--- config.mk ---
export PLATFORM = sky130hd
export DESIGN_NAME = jpc_pcgen_flat
export DESIGN_NICKNAME = d
export VERILOG_FILES = /design/src/rtl/jpc_pcgen_if.sv /design/src/rtl/jpc_pcgen.sv /design/src/flat_wrapper.sv
export SDC_FILE = /design/constraint.sdc
export NUM_CORES = 1
export LEC_CHECK = 0
export ABC_CLOCK_PERIOD_IN_PS = 2100
export CORE_MARGIN = 2
export CORE_UTILIZATION = 58
export DETAILED_ROUTE_END_ITERATION = 10
export DONT_BUFFER_PORTS = 1
export PLACE_DENSITY = 0.76
export SLEW_MARGIN = 10
export SYNTH_ARGS = -nofsm -noshare
export SYNTH_HDL_FRONTEND = slang
export SYNTH_SLANG_ARGS = --single-unit
--- constraint.sdc ---
create_clock -name clk -period 2.1 [get_ports clk]
set_input_delay 0.105 -clock clk [delete_from_list [all_inputs] [get_ports clk]]
set_output_delay 0.105 -clock clk [all_outputs]
set_load 0.005 [all_outputs]
--- src/rtl/jpc_pcgen_if.sv ---
// Fetch-PC offer, redirect and status bundle between jpc_pcgen and its neighbours.
// master = the PC generator, slave = the fetch/branch side.
interface jpc_pcgen_if #(
  parameter int ADDR_WIDTH = 32,
  parameter int CNT_WIDTH  = 32
);
  logic [ADDR_WIDTH-1:0] pc_O;
  logic                  pc_valid_O;
  logic                  pc_ready_I;
  logic [ADDR_WIDTH-1:0] redir_pc_I;
  logic                  redir_valid_I;
  logic                  redir_ready_O;
  logic                  halt_I;
  logic                  halted_O;
  logic                  fault_O;
  logic [CNT_WIDTH-1:0]  issue_cnt_O;

  modport master (
    output pc_O, pc_valid_O, redir_ready_O, halted_O, fault_O, issue_cnt_O,
    input  pc_ready_I, redir_pc_I, redir_valid_I, halt_I
  );

  modport slave (
    input  pc_O, pc_valid_O, redir_ready_O, halted_O, fault_O, issue_cnt_O,
    output pc_ready_I, redir_pc_I, redir_valid_I, halt_I
  );
endinterface

--- src/rtl/jpc_pcgen.sv ---
// Fetch program-counter generator: offers the PC on valid/ready, advances by 4,
// takes branch redirects (deferred while an offer is outstanding), halts and faults.
module jpc_pcgen #(
  parameter int                    ADDR_WIDTH   = 32,  // JPC_ADDRESS_WIDTH
  parameter logic [ADDR_WIDTH-1:0] RESET_VECTOR = '0,
  parameter int                    CNT_WIDTH    = 32
) (
  input logic         clk,
  input logic         rst_n,
  jpc_pcgen_if.master bus
);
  typedef enum logic [1:0] {ST_IDLE, ST_ISSUE, ST_HALT, ST_FAULT} state_t;

  state_t                state_q, state_d;
  logic [ADDR_WIDTH-1:0] pc_q, pc_d;
  logic [ADDR_WIDTH-1:0] pend_pc_q, pend_pc_d;
  logic                  pend_valid_q, pend_valid_d;
  logic                  fault_q, fault_d;
  logic [CNT_WIDTH-1:0]  cnt_q, cnt_d;

  logic redir_ready, redir_hs, redir_ok, redir_bad, pc_hs;

  // fault_q covers both FAULT and an offer still held while heading into FAULT
  assign redir_ready = ~pend_valid_q & ~fault_q;
  assign redir_hs    = bus.redir_valid_I & redir_ready;
  assign redir_bad   = redir_hs & (bus.redir_pc_I[1:0] != 2'b00);
  assign redir_ok    = redir_hs & ~redir_bad;
  assign pc_hs       = (state_q == ST_ISSUE) & bus.pc_ready_I;

  always_ff @(posedge clk or negedge rst_n) begin
    if (!rst_n) begin
      state_q      <= ST_IDLE;
      pc_q         <= RESET_VECTOR;
      pend_pc_q    <= '0;
      pend_valid_q <= 1'b0;
      fault_q      <= 1'b0;
      cnt_q        <= '0;
    end else begin
      state_q      <= state_d;
      pc_q         <= pc_d;
      pend_pc_q    <= pend_pc_d;
      pend_valid_q <= pend_valid_d;
      fault_q      <= fault_d;
      cnt_q        <= cnt_d;
    end
  end

  always_comb begin
    state_d      = state_q;
    pc_d         = pc_q;
    pend_pc_d    = pend_pc_q;
    pend_valid_d = pend_valid_q;
    fault_d      = fault_q | redir_bad;
    cnt_d        = cnt_q;

    case (state_q)
      ST_IDLE, ST_HALT: begin
        if (redir_ok) pc_d = bus.redir_pc_I;
        if (redir_bad)       state_d = ST_FAULT;
        else if (bus.halt_I) state_d = (state_q == ST_IDLE) ? ST_HALT : ST_HALT;
        else                 state_d = ST_ISSUE;
      end
      ST_ISSUE: begin
        if (pc_hs) begin
          cnt_d = cnt_q + CNT_WIDTH'(1);
          if (redir_ok) begin
            pc_d = bus.redir_pc_I;
          end else if (pend_valid_q) begin
            pc_d         = pend_pc_q;
            pend_valid_d = 1'b0;
          end else begin
            pc_d = pc_q + ADDR_WIDTH'(4);
          end
          if (fault_q | redir_bad) state_d = ST_FAULT;
          else if (bus.halt_I)     state_d = ST_HALT;
        end else if (redir_ok) begin
          // current offer must stay stable, so the target waits one handshake
          pend_pc_d    = bus.redir_pc_I;
          pend_valid_d = 1'b1;
        end
      end
      default: state_d = ST_FAULT;
    endcase
  end

  assign bus.pc_O          = pc_q;
  assign bus.pc_valid_O    = (state_q == ST_ISSUE);
  assign bus.redir_ready_O = redir_ready;
  assign bus.halted_O      = (state_q == ST_HALT);
  assign bus.fault_O       = fault_q;
  assign bus.issue_cnt_O   = cnt_q;
endmodule

--- src/flat_wrapper.sv ---
// flat-port wrapper written by rule: the top's interface ports become plain ports
module jpc_pcgen_flat 
#(
  parameter int                    ADDR_WIDTH   = 32,                      
  parameter logic [ADDR_WIDTH-1:0] RESET_VECTOR = '0,
  parameter int                    CNT_WIDTH    = 32
)
  (clk, rst_n, bus_pc_O, bus_pc_valid_O, bus_redir_ready_O, bus_halted_O, bus_fault_O, bus_issue_cnt_O, bus_pc_ready_I, bus_redir_pc_I, bus_redir_valid_I, bus_halt_I);
  jpc_pcgen_if #(.ADDR_WIDTH(ADDR_WIDTH), .CNT_WIDTH(CNT_WIDTH)) bus_i ();
  input logic clk;
  input logic rst_n;
  output wire logic [$bits(bus_i.pc_O)-1:0] bus_pc_O;
  output wire logic [$bits(bus_i.pc_valid_O)-1:0] bus_pc_valid_O;
  output wire logic [$bits(bus_i.redir_ready_O)-1:0] bus_redir_ready_O;
  output wire logic [$bits(bus_i.halted_O)-1:0] bus_halted_O;
  output wire logic [$bits(bus_i.fault_O)-1:0] bus_fault_O;
  output wire logic [$bits(bus_i.issue_cnt_O)-1:0] bus_issue_cnt_O;
  input wire logic [$bits(bus_i.pc_ready_I)-1:0] bus_pc_ready_I;
  input wire logic [$bits(bus_i.redir_pc_I)-1:0] bus_redir_pc_I;
  input wire logic [$bits(bus_i.redir_valid_I)-1:0] bus_redir_valid_I;
  input wire logic [$bits(bus_i.halt_I)-1:0] bus_halt_I;
  assign bus_pc_O = bus_i.pc_O;
  assign bus_pc_valid_O = bus_i.pc_valid_O;
  assign bus_redir_ready_O = bus_i.redir_ready_O;
  assign bus_halted_O = bus_i.halted_O;
  assign bus_fault_O = bus_i.fault_O;
  assign bus_issue_cnt_O = bus_i.issue_cnt_O;
  assign bus_i.pc_ready_I = bus_pc_ready_I;
  assign bus_i.redir_pc_I = bus_redir_pc_I;
  assign bus_i.redir_valid_I = bus_redir_valid_I;
  assign bus_i.halt_I = bus_halt_I;
  jpc_pcgen #(.ADDR_WIDTH(ADDR_WIDTH), .RESET_VECTOR(RESET_VECTOR), .CNT_WIDTH(CNT_WIDTH)) u_core (.clk(clk), .rst_n(rst_n), .bus(bus_i));
endmodule
======== Word-level counts from Yosys, hierarchy flattened ========
Index checks and enable logic that the tools add are counted.
storage, ports and cells
  register bits ........................... 100
  input port bits ......................... 37
  word-level logic and storage cells ...... 48
operators by class
  add/sub/neg operators ................... 2
  equality and inequality tests ........... 6
  muxes and demuxes ....................... 14
  bitwise operators ....................... 10
  reduce and logical (&&, ||, !) cells .... 10
operators with widths
  operator               count
  $mux 32                4
  $pmux 32 s2            1
  $add 32x1->32 const B  1
  $add 32x3->32 const B  1
  $mux 2                 5
  $reduce_and 3->1       3
  $reduce_bool 2->1      3
  $and 1x1->1            5
  $ne 2x1->1 const B     2
  $not 1->1              4
  $pmux 2 s2             1
  $reduce_and 2->1       2
  $mux 1                 3
  $ne 3x1->1 const B     1
  $eq 2x1->1 const B     1
  $eq 2x2->1 const B     1
  $logic_not 2->1        1
  $ne 2x2->1 const B     1
  $reduce_or 2->1        1
  $or 1x1->1             1

======== Logic depth before layout (Yosys ltp) ========
Gate-level depths: netlist (run 1).
  word-level depth ........................ 9
  mapped depth ............................ 9

======== Worst setup path before layout (run 1) ========
No wires, ideal clock.
  path kind ............................... flip-flop to flip-flop
  start ................................... reg u_core.pend_valid_q
  end ..................................... reg u_core.pend_pc_q[10]
  library setup time ...................... 0.125 ns
  data arrival time ....................... 1.841 ns
  data required time ...................... 1.975 ns
  setup slack ............................. 0.135 ns
  stages on the path, launching flop included .. 8
  period minus slack after synthesis ...... 1.965 ns
  cell sequence ........................... dfrtp_1 -> buf_2 -> or2_1 -> inv_2 -> nand2_1 -> nor3_4 -> buf_4 -> mux2_2
on the way
  cells in the longest elaborated chain, start to end .. 7
RTL lines
  item                            line                source
  from (decl)                     jpc_pcgen.sv:17     logic pend_valid_q, pend_valid_d;
  from (signal assigned)          jpc_pcgen.sv:42     pend_valid_q <= pend_valid_d;
  $not 1->1 (*)                   jpc_pcgen.sv:24     assign redir_ready = ~pend_valid_q & ~fault_q;
  $and 1x1->1 (*)                 jpc_pcgen.sv:24
  named net bus_redir_ready_O     flat_wrapper.sv:14  output wire logic [$bits(bus_i.redir_ready_O)-1:0] bus_redir_ready_O;
  $and 1x1->1 (*)                 jpc_pcgen.sv:25     assign redir_hs = bus.redir_valid_I & redir_ready;
  $and 1x1->1                     jpc_pcgen.sv:26     assign redir_bad = redir_hs & (bus.redir_pc_I[1:0] != 2'b00);
  $not 1->1                       jpc_pcgen.sv:27     assign redir_ok = redir_hs & ~redir_bad;
  $and 1x1->1 (*)                 jpc_pcgen.sv:27
  $reduce_and 3->1 (no line) (*)  -
  to (signal assigned)            jpc_pcgen.sv:41     pend_pc_q <= pend_pc_d;
  to (decl)                       jpc_pcgen.sv:16     logic [ADDR_WIDTH-1:0] pend_pc_q, pend_pc_d;
Mark *: on every way through the listed nets, which the timed path passes. The rest lies on a longest branch.
A chain may end at the register's enable or synchronous reset.

======== Final worst setup path (run 1) ========
  start ................................... reg u_core.pc_q[20], in the netlist u_core.bus.pc_O[20]
  end ..................................... reg u_core.pc_q[31], in the netlist u_core.bus.pc_O[31]
on the way
  cells in the longest elaborated chain, start to end .. 5
RTL lines
  item                    line             source
  from (decl)             jpc_pcgen.sv:15  logic [ADDR_WIDTH-1:0] pc_q, pc_d;
  from (signal assigned)  jpc_pcgen.sv:40  pc_q <= pc_d;
  $add 32x3->32           jpc_pcgen.sv:72  pc_d = pc_q + ADDR_WIDTH'(4);
  $mux 32                 jpc_pcgen.sv:68  end else if (pend_valid_q) begin
  $mux 32                 jpc_pcgen.sv:66  if (redir_ok) begin
  $mux 32                 jpc_pcgen.sv:64  if (pc_hs) begin
  $pmux 32 s2             jpc_pcgen.sv:56  case (state_q)
Every way passes these cells. The select of a mux whose other input is x is not followed.

==> results.yml, run 1 <==
routing:
  routed-via-count: 4490
  wl_met1_um: 5640
  post_drt_wl_per_cell_um: 19.0
  drcViolationCount: 0
  first_iter_violations: 444
  met2WireLength_um: 6670
  wl_met3_um: 941
  drt.antenna.violating_nets: 0
  routed_wl_um: 13500
  top_signal_layer_used: "met4"
  viasPerCell: 6.32
  detailedRoute.firstPassIterationCount: 5
timing:
  slew_headroom_pct: 67.0
  finalCriticalPeriod_ps: 1950
  skew_ps: 9.61
  fin_crit_sh_pct: 92.7
  report.final.hold_viol_count: 100
  timing.hold.ws_ps: -569
  tightest_slew_ps: 491
  rsz0062_at_grt: "no"
  finalSetupViolations: 0
  max_freq_mhz: 514
  slew_viol_final: 0
  final.setup.worst_slack_ps: 153
  tns_ps: 0
die:
  die_area_um2: 10000
  placeable_core_region_um2: 9110
  number_of_rows_in_the_core_area: 35
  chipHeight_um: 100
  die-width_um: 100
  starting_density_pct: 58.8
  num_ports: 105
layout:
  fillCellCount: 710
  regArea_um2: 2500
  finalNonFillerCells: 711
  areaGrowthSynthToFinish_pct: 16.0
  finish.net_count: 635
  n_antenna_cell: 0
  most-common-layout-cells: "dfrtp_1 (98), nand2_1 (68), dlygate4sd3_1 (35)"
  mostFrequentLayoutCell: "dfrtp_1"
  final_layout_size_suffix_gt1_share_pct: 15.7
  multi_input_comb_area_um2: 2690
global_routing:
  antenna_violations_before_repair: 0
  track_usage_pct: 27.4
  grt_max_degree: 101
  vias_in_the_first_global_route: 4374
  grt_first_pass_wirelength_um: 21900
  grt.overflow.total: 0
job:
  cap_violations: 0
yosys:
  synth.yosys.seq_area_share_pct: 46.7
  fraction_of_post_synthesis_cell_area_in_the_top_cell_type_by_area_pct: 46.7
  synthFlopType: "dfrtp_1"
  post_synth.cell_area_avg_um2: 9.85
  post-synth-top-area-cell: "dfrtp_1"
  synth_area_um2: 5360
  syn_nets: 583
  netlist_instances: 544
  ys_async_sr_fraction_pct: 100
  synth.top_cells.by_area: "dfrtp_1 (47%), mux2_2 (6.1%), xnor2_1 (5.4%)"
  yosys_warnings: 0
  synth_enable_flop_cells: 0
  postSynthRegisterBits: 100
  yosysUniqueCellTypes: 62
worst_setup_path:
  rrSetupSlack_ps: 150
  crit_path_required_time_ps: 2350
  critical_path.endpoint_type: "flip-flop"
  cp_max_fo: 7
  worst_ep_arrival_time_ps: 2200
  worst_r2r_endpoint: "u_core.bus.pc_O[31]"
  r2r-start: "u_core.bus.pc_O[20]"
  rr_worst_depth: 5
  crit_type: "reg2reg"
  crit_path_start_kind: "flip-flop"
clocking:
  cts_buffer_depth: 2
  cts_tree: "yes"
  clock_sinks: 100
  cts_made_buffers: 9
  clk_root_buffer_cell: "clkbuf_8"
  h-tree-depth: 3
  cts.reportedPaths.clkPinSlew_ps: 100
  postCtsSetupBuffers: 0
  clock_latency_ps: 360
placement:
  post-dp-hpwl_um: 9090
  routabilityCongestion: 0.870
  placed_cells_incl_taps: 661
  port_buffers: 0
  pre_cts_slack_ps: 185
outcome:
  status: "finished with violations"
  violations: "hold timing"
power_and_ir_drop:
  power.leakage_uw: 0.00274
  max-vdd-ir-drop_v: 0.000335
  pwr_density_cell_nw_per_um2: 605
worst_hold_path:
  hold_class: "in2async"
[registers in the layout, summed over array words and instances, names as in the netlist]
name,flops
u_core.pend_pc_q,32
u_core.pend_valid_q,1
u_core.bus.fault_O,1
u_core.state_q,2
u_core.bus.issue_cnt_O,32
u_core.bus.pc_O,32
[area by class of cell]
type	count	area share, %
multi-input cells	401	43.2
flip-flops and latches	100	40.3
repair buffers	70	10.1
well taps	111	2.23
clock buffers	10	2.05
clock inverters	5	1.25
inverters	14	0.846
[per-layer routing]
| metal | vias up | global-route usage (%) |
|---|---|---|
| met3 | 32 | 6.48 |
| met2 | 178 | 45.6 |
| met5 | - | 0 |
| met1 | 2211 | 34.9 |
| li1 | 2069 | - |
| met4 | 0 | 10.3 |
[cell usage after synthesis (3+ instances only)]
library cell,number
a21o_1,4
a21oi_1,29
a221oi_1,3
a22oi_1,8
a31oi_1,6
and2_1,3
and3_1,10
and4_1,8
buf_2,6
buf_4,3
clkbuf_1,19
dfrtp_1,100
inv_1,13
mux2_2,29
mux2i_1,9
nand2_1,68
nand3_1,29
nand4_1,14
nor2_1,25
nor2b_1,5
nor3_1,7
o211a_1,5
o211ai_1,7
o21ai_0,32
o221ai_1,3
o22ai_1,6
or3_1,4
xnor2_1,33
xor2_1,16
[where the power goes]
group          internal, uW  switching, uW
logic                   183            152
clock network           662            643
registers              2000            119
[through the flow]
| stage | hold slack [ps] | total power (uW) | area, um2 | util, % |
|---|---|---|---|---|
| floorplan | -191 | 2320 | 5360 | - |
| global placement | -187 | 2410 | 5650 | 62.0 |
| detailed placement | -188 | 2430 | 5650 | 62.0 |
| CTS | -588 | 3780 | 6200 | 68.0 |
| global route | -597 | 3920 | 6210 | 68.2 |
| finish | -569 | 3760 | 6210 | 68.2 |
[worst max-delay path, stage by stage (launching register included)]
cell and delay (ps):
dfrtp_1 490, and4_1 360, and4_1 390, nand4_1 160, xor2_1 160, a221oi_1 290
[logic make-up after synthesis]
family	share of synthesized area, %
xor+xnor	8.01
mux	8.06
fa+ha+maj	0.467
compound gates	14.7
simple gates	18.7
buf+inv	3.36
flops	46.7
[how the worst max path moves through the flow]
stage / startpoint / endpoint / cells after the start
after detailed placement: u_core.bus.fault_O / u_core.bus.pc_O[28] / 6
after floorplan: u_core.pend_valid_q / u_core.pend_pc_q[10] / 7
after global routing: u_core.bus.pc_O[2] / u_core.bus.pc_O[20] / 7
final: u_core.bus.pc_O[20] / u_core.bus.pc_O[31] / 5
after global placement: u_core.bus.fault_O / u_core.bus.pc_O[28] / 6
after CTS: u_core.bus.pc_O[2] / u_core.bus.pc_O[20] / 7
[repair_timing]
action | in CTS | in global routing
hold buffers | 34 | 1
resized for setup | 0 | 4
endpoints found under the hold margin | 156 | 101
setup endpoints to repair | 0 | 3
(Power assumes the default switching activity.)
==> run 2, diff against run 1 <==
--- a/config.mk
+++ b/config.mk
@@ -10,7 +10,9 @@
 export CORE_UTILIZATION = 58
 export DETAILED_ROUTE_END_ITERATION = 10
 export DONT_BUFFER_PORTS = 1
+export GPL_TIMING_DRIVEN = 0
 export PLACE_DENSITY = 0.76
+export REMOVE_ABC_BUFFERS = 1
 export SLEW_MARGIN = 10
 export SYNTH_ARGS = -nofsm -noshare
 export SYNTH_HDL_FRONTEND = slang
==> run 2 against run 1 <==
The flow still finishes with violations (hold timing). Combinational power is 20% lower. Final cell count is 0.84% lower. Sequential power is 2% higher. Clock skew is 2.1 ps higher. Fmax is 4.9% lower. Clock power hardly changed. Critical endpoint is now u_core.bus.pc_O[18]. Via count is 3.5% higher.
==> results.yml, run 2 (synthesized netlist as in run 1, its figures left out) <==
global_routing:
  grt.overflow.total: 0
  vias_in_the_first_global_route: 4733
  antenna_violations_before_repair: 0
  track_usage_pct: 28.9
  grt_max_degree: 101
  grt_first_pass_wirelength_um: 23200
routing:
  first_iter_violations: 462
  drcViolationCount: 0
  viasPerCell: 6.59
  routed-via-count: 4648
  drt.antenna.violating_nets: 0
  post_drt_wl_per_cell_um: 20.2
  routed_wl_um: 14300
  detailedRoute.firstPassIterationCount: 5
layout:
  multi_input_comb_area_um2: 2790
  most-common-layout-cells: "dfrtp_1 (89), nand2_1 (66), dlygate4sd3_1 (35)"
  fillCellCount: 675
  n_antenna_cell: 0
  mostFrequentLayoutCell: "dfrtp_1"
  areaGrowthSynthToFinish_pct: 18.9
  final_layout_size_suffix_gt1_share_pct: 19.4
  regArea_um2: 2520
  finish.net_count: 628
  finalNonFillerCells: 705
job:
  cap_violations: 0
placement:
  placed_cells_incl_taps: 631
  pre_cts_slack_ps: -1170
  routabilityCongestion: 0.911
  post-dp-hpwl_um: 8690
  port_buffers: 0
timing:
  fin_crit_sh_pct: 97.5
  finalSetupViolations: 0
  report.final.hold_viol_count: 100
  timing.hold.ws_ps: -577
  final.setup.worst_slack_ps: 52.9
  slew_headroom_pct: 43.7
  max_freq_mhz: 488
  tightest_slew_ps: 836
  skew_ps: 11.7
  rsz0062_at_grt: "no"
  slew_viol_final: 0
  finalCriticalPeriod_ps: 2050
clocking:
  cts_buffer_depth: 2
  cts_tree: "yes"
  cts_made_buffers: 9
  h-tree-depth: 3
  cts.reportedPaths.clkPinSlew_ps: 110
  clock_latency_ps: 370
  clock_sinks: 100
  clk_root_buffer_cell: "clkbuf_8"
worst_setup_path:
  crit_type: "reg2reg"
  worst_r2r_endpoint: "u_core.bus.pc_O[18]"
  rrSetupSlack_ps: 50
  worst_ep_arrival_time_ps: 2330
  crit_path_start_kind: "flip-flop"
  critical_path.endpoint_type: "flip-flop"
  r2r-start: "u_core.state_q[0]"
  cp_max_fo: 26
  setup.worst_path.start: "u_core.state_q[0]"
  crit_path_required_time_ps: 2380
  rr_worst_depth: 5
die:
  die-width_um: 100
  placeable_core_region_um2: 9110
  starting_density_pct: 58.8
  num_ports: 105
  number_of_rows_in_the_core_area: 35
  chipHeight_um: 100
  die_area_um2: 10000
power_and_ir_drop:
  power.leakage_uw: 0.00275
  pwr_density_cell_nw_per_um2: 585
  max-vdd-ir-drop_v: 0.000308
  total_power_uw: 3730
outcome:
  violations: "hold timing"
  status: "finished with violations"
worst_hold_path:
  hold_class: "in2async"
-- run 2: changes by cell type in the layout (fill, tap and decap cells not counted), sizes merged --
cell,before,now
clkbuf,10,9
bufinv,2,1
inv,14,15
buf,35,28
clkinv,2,4
-- run 2: layer usage --
metal | routed length, um | part of all wire [%] | global-route usage [%]
met5 | 0 | 0 | 0
met4 | 318 | 2.2 | 11.7
met3 | 1320 | 9.3 | 7.10
met2 | 6910 | 48 | 47.3
met1 | 5710 | 40 | 36.9
-- run 2: power breakdown --
group / switching, uW / internal [uW] / total [uW]
clock network: 728 / 573 / 1300
logic: 113 / 154 / 267
registers: 152 / 2010 / 2160
-- run 2: worst max-delay path by stage --
stage / end / depth (start not counted)
6_report: u_core.bus.pc_O[18] / 5
5_1_grt: u_core.bus.pc_O[21] / 5
4_1_cts: u_core.bus.pc_O[20] / 7
3_3_place_gp: u_core.bus.pc_O[21] / 5
2_1_floorplan: u_core.bus.pc_O[21] / 5
3_5_place_dp: u_core.bus.pc_O[22] / 6
-- run 2: through the flow --
stage	TNS (ps)	instance area [um2]	util, %	hold slack, ps
2_1_floorplan	-38500	5230	-	-191
3_3_place_gp	-111870	5370	59.0	-187
3_5_place_dp	-61150	5450	59.8	-187
4_1_cts	0	6270	68.8	-590
5_1_grt	0	6370	69.9	-601
6_report	0	6370	69.9	-577
-- run 2: area by class of cell --
| type | instances | share of cell area [%] |
|---|---|---|
| Clock inverter | 7 | 1.34 |
| Tap cell | 111 | 2.18 |
| Clock buffer | 9 | 1.94 |
| Multi-Input combinational cell | 401 | 43.8 |
| Timing Repair Buffer | 63 | 10.3 |
| Sequential cell | 100 | 39.6 |
| Inverter | 14 | 0.923 |
-- run 2: repair_timing --
item                       CTS  global route
pin swaps                    4             2
gates cloned                 1             0
hold endpoints to repair   156           101
gates resized for setup     21            20
hold buffers                34             1
setup buffers               16             6
setup endpoints to repair   87            60
-- run 2: worst max-delay path, stage by stage (launching register included) --
cell,delay [ps]
dfrtp_4,640
and3b_2,420
o21ai_0,370
nor2_2,320
o21ai_0,130
o211ai_1,100
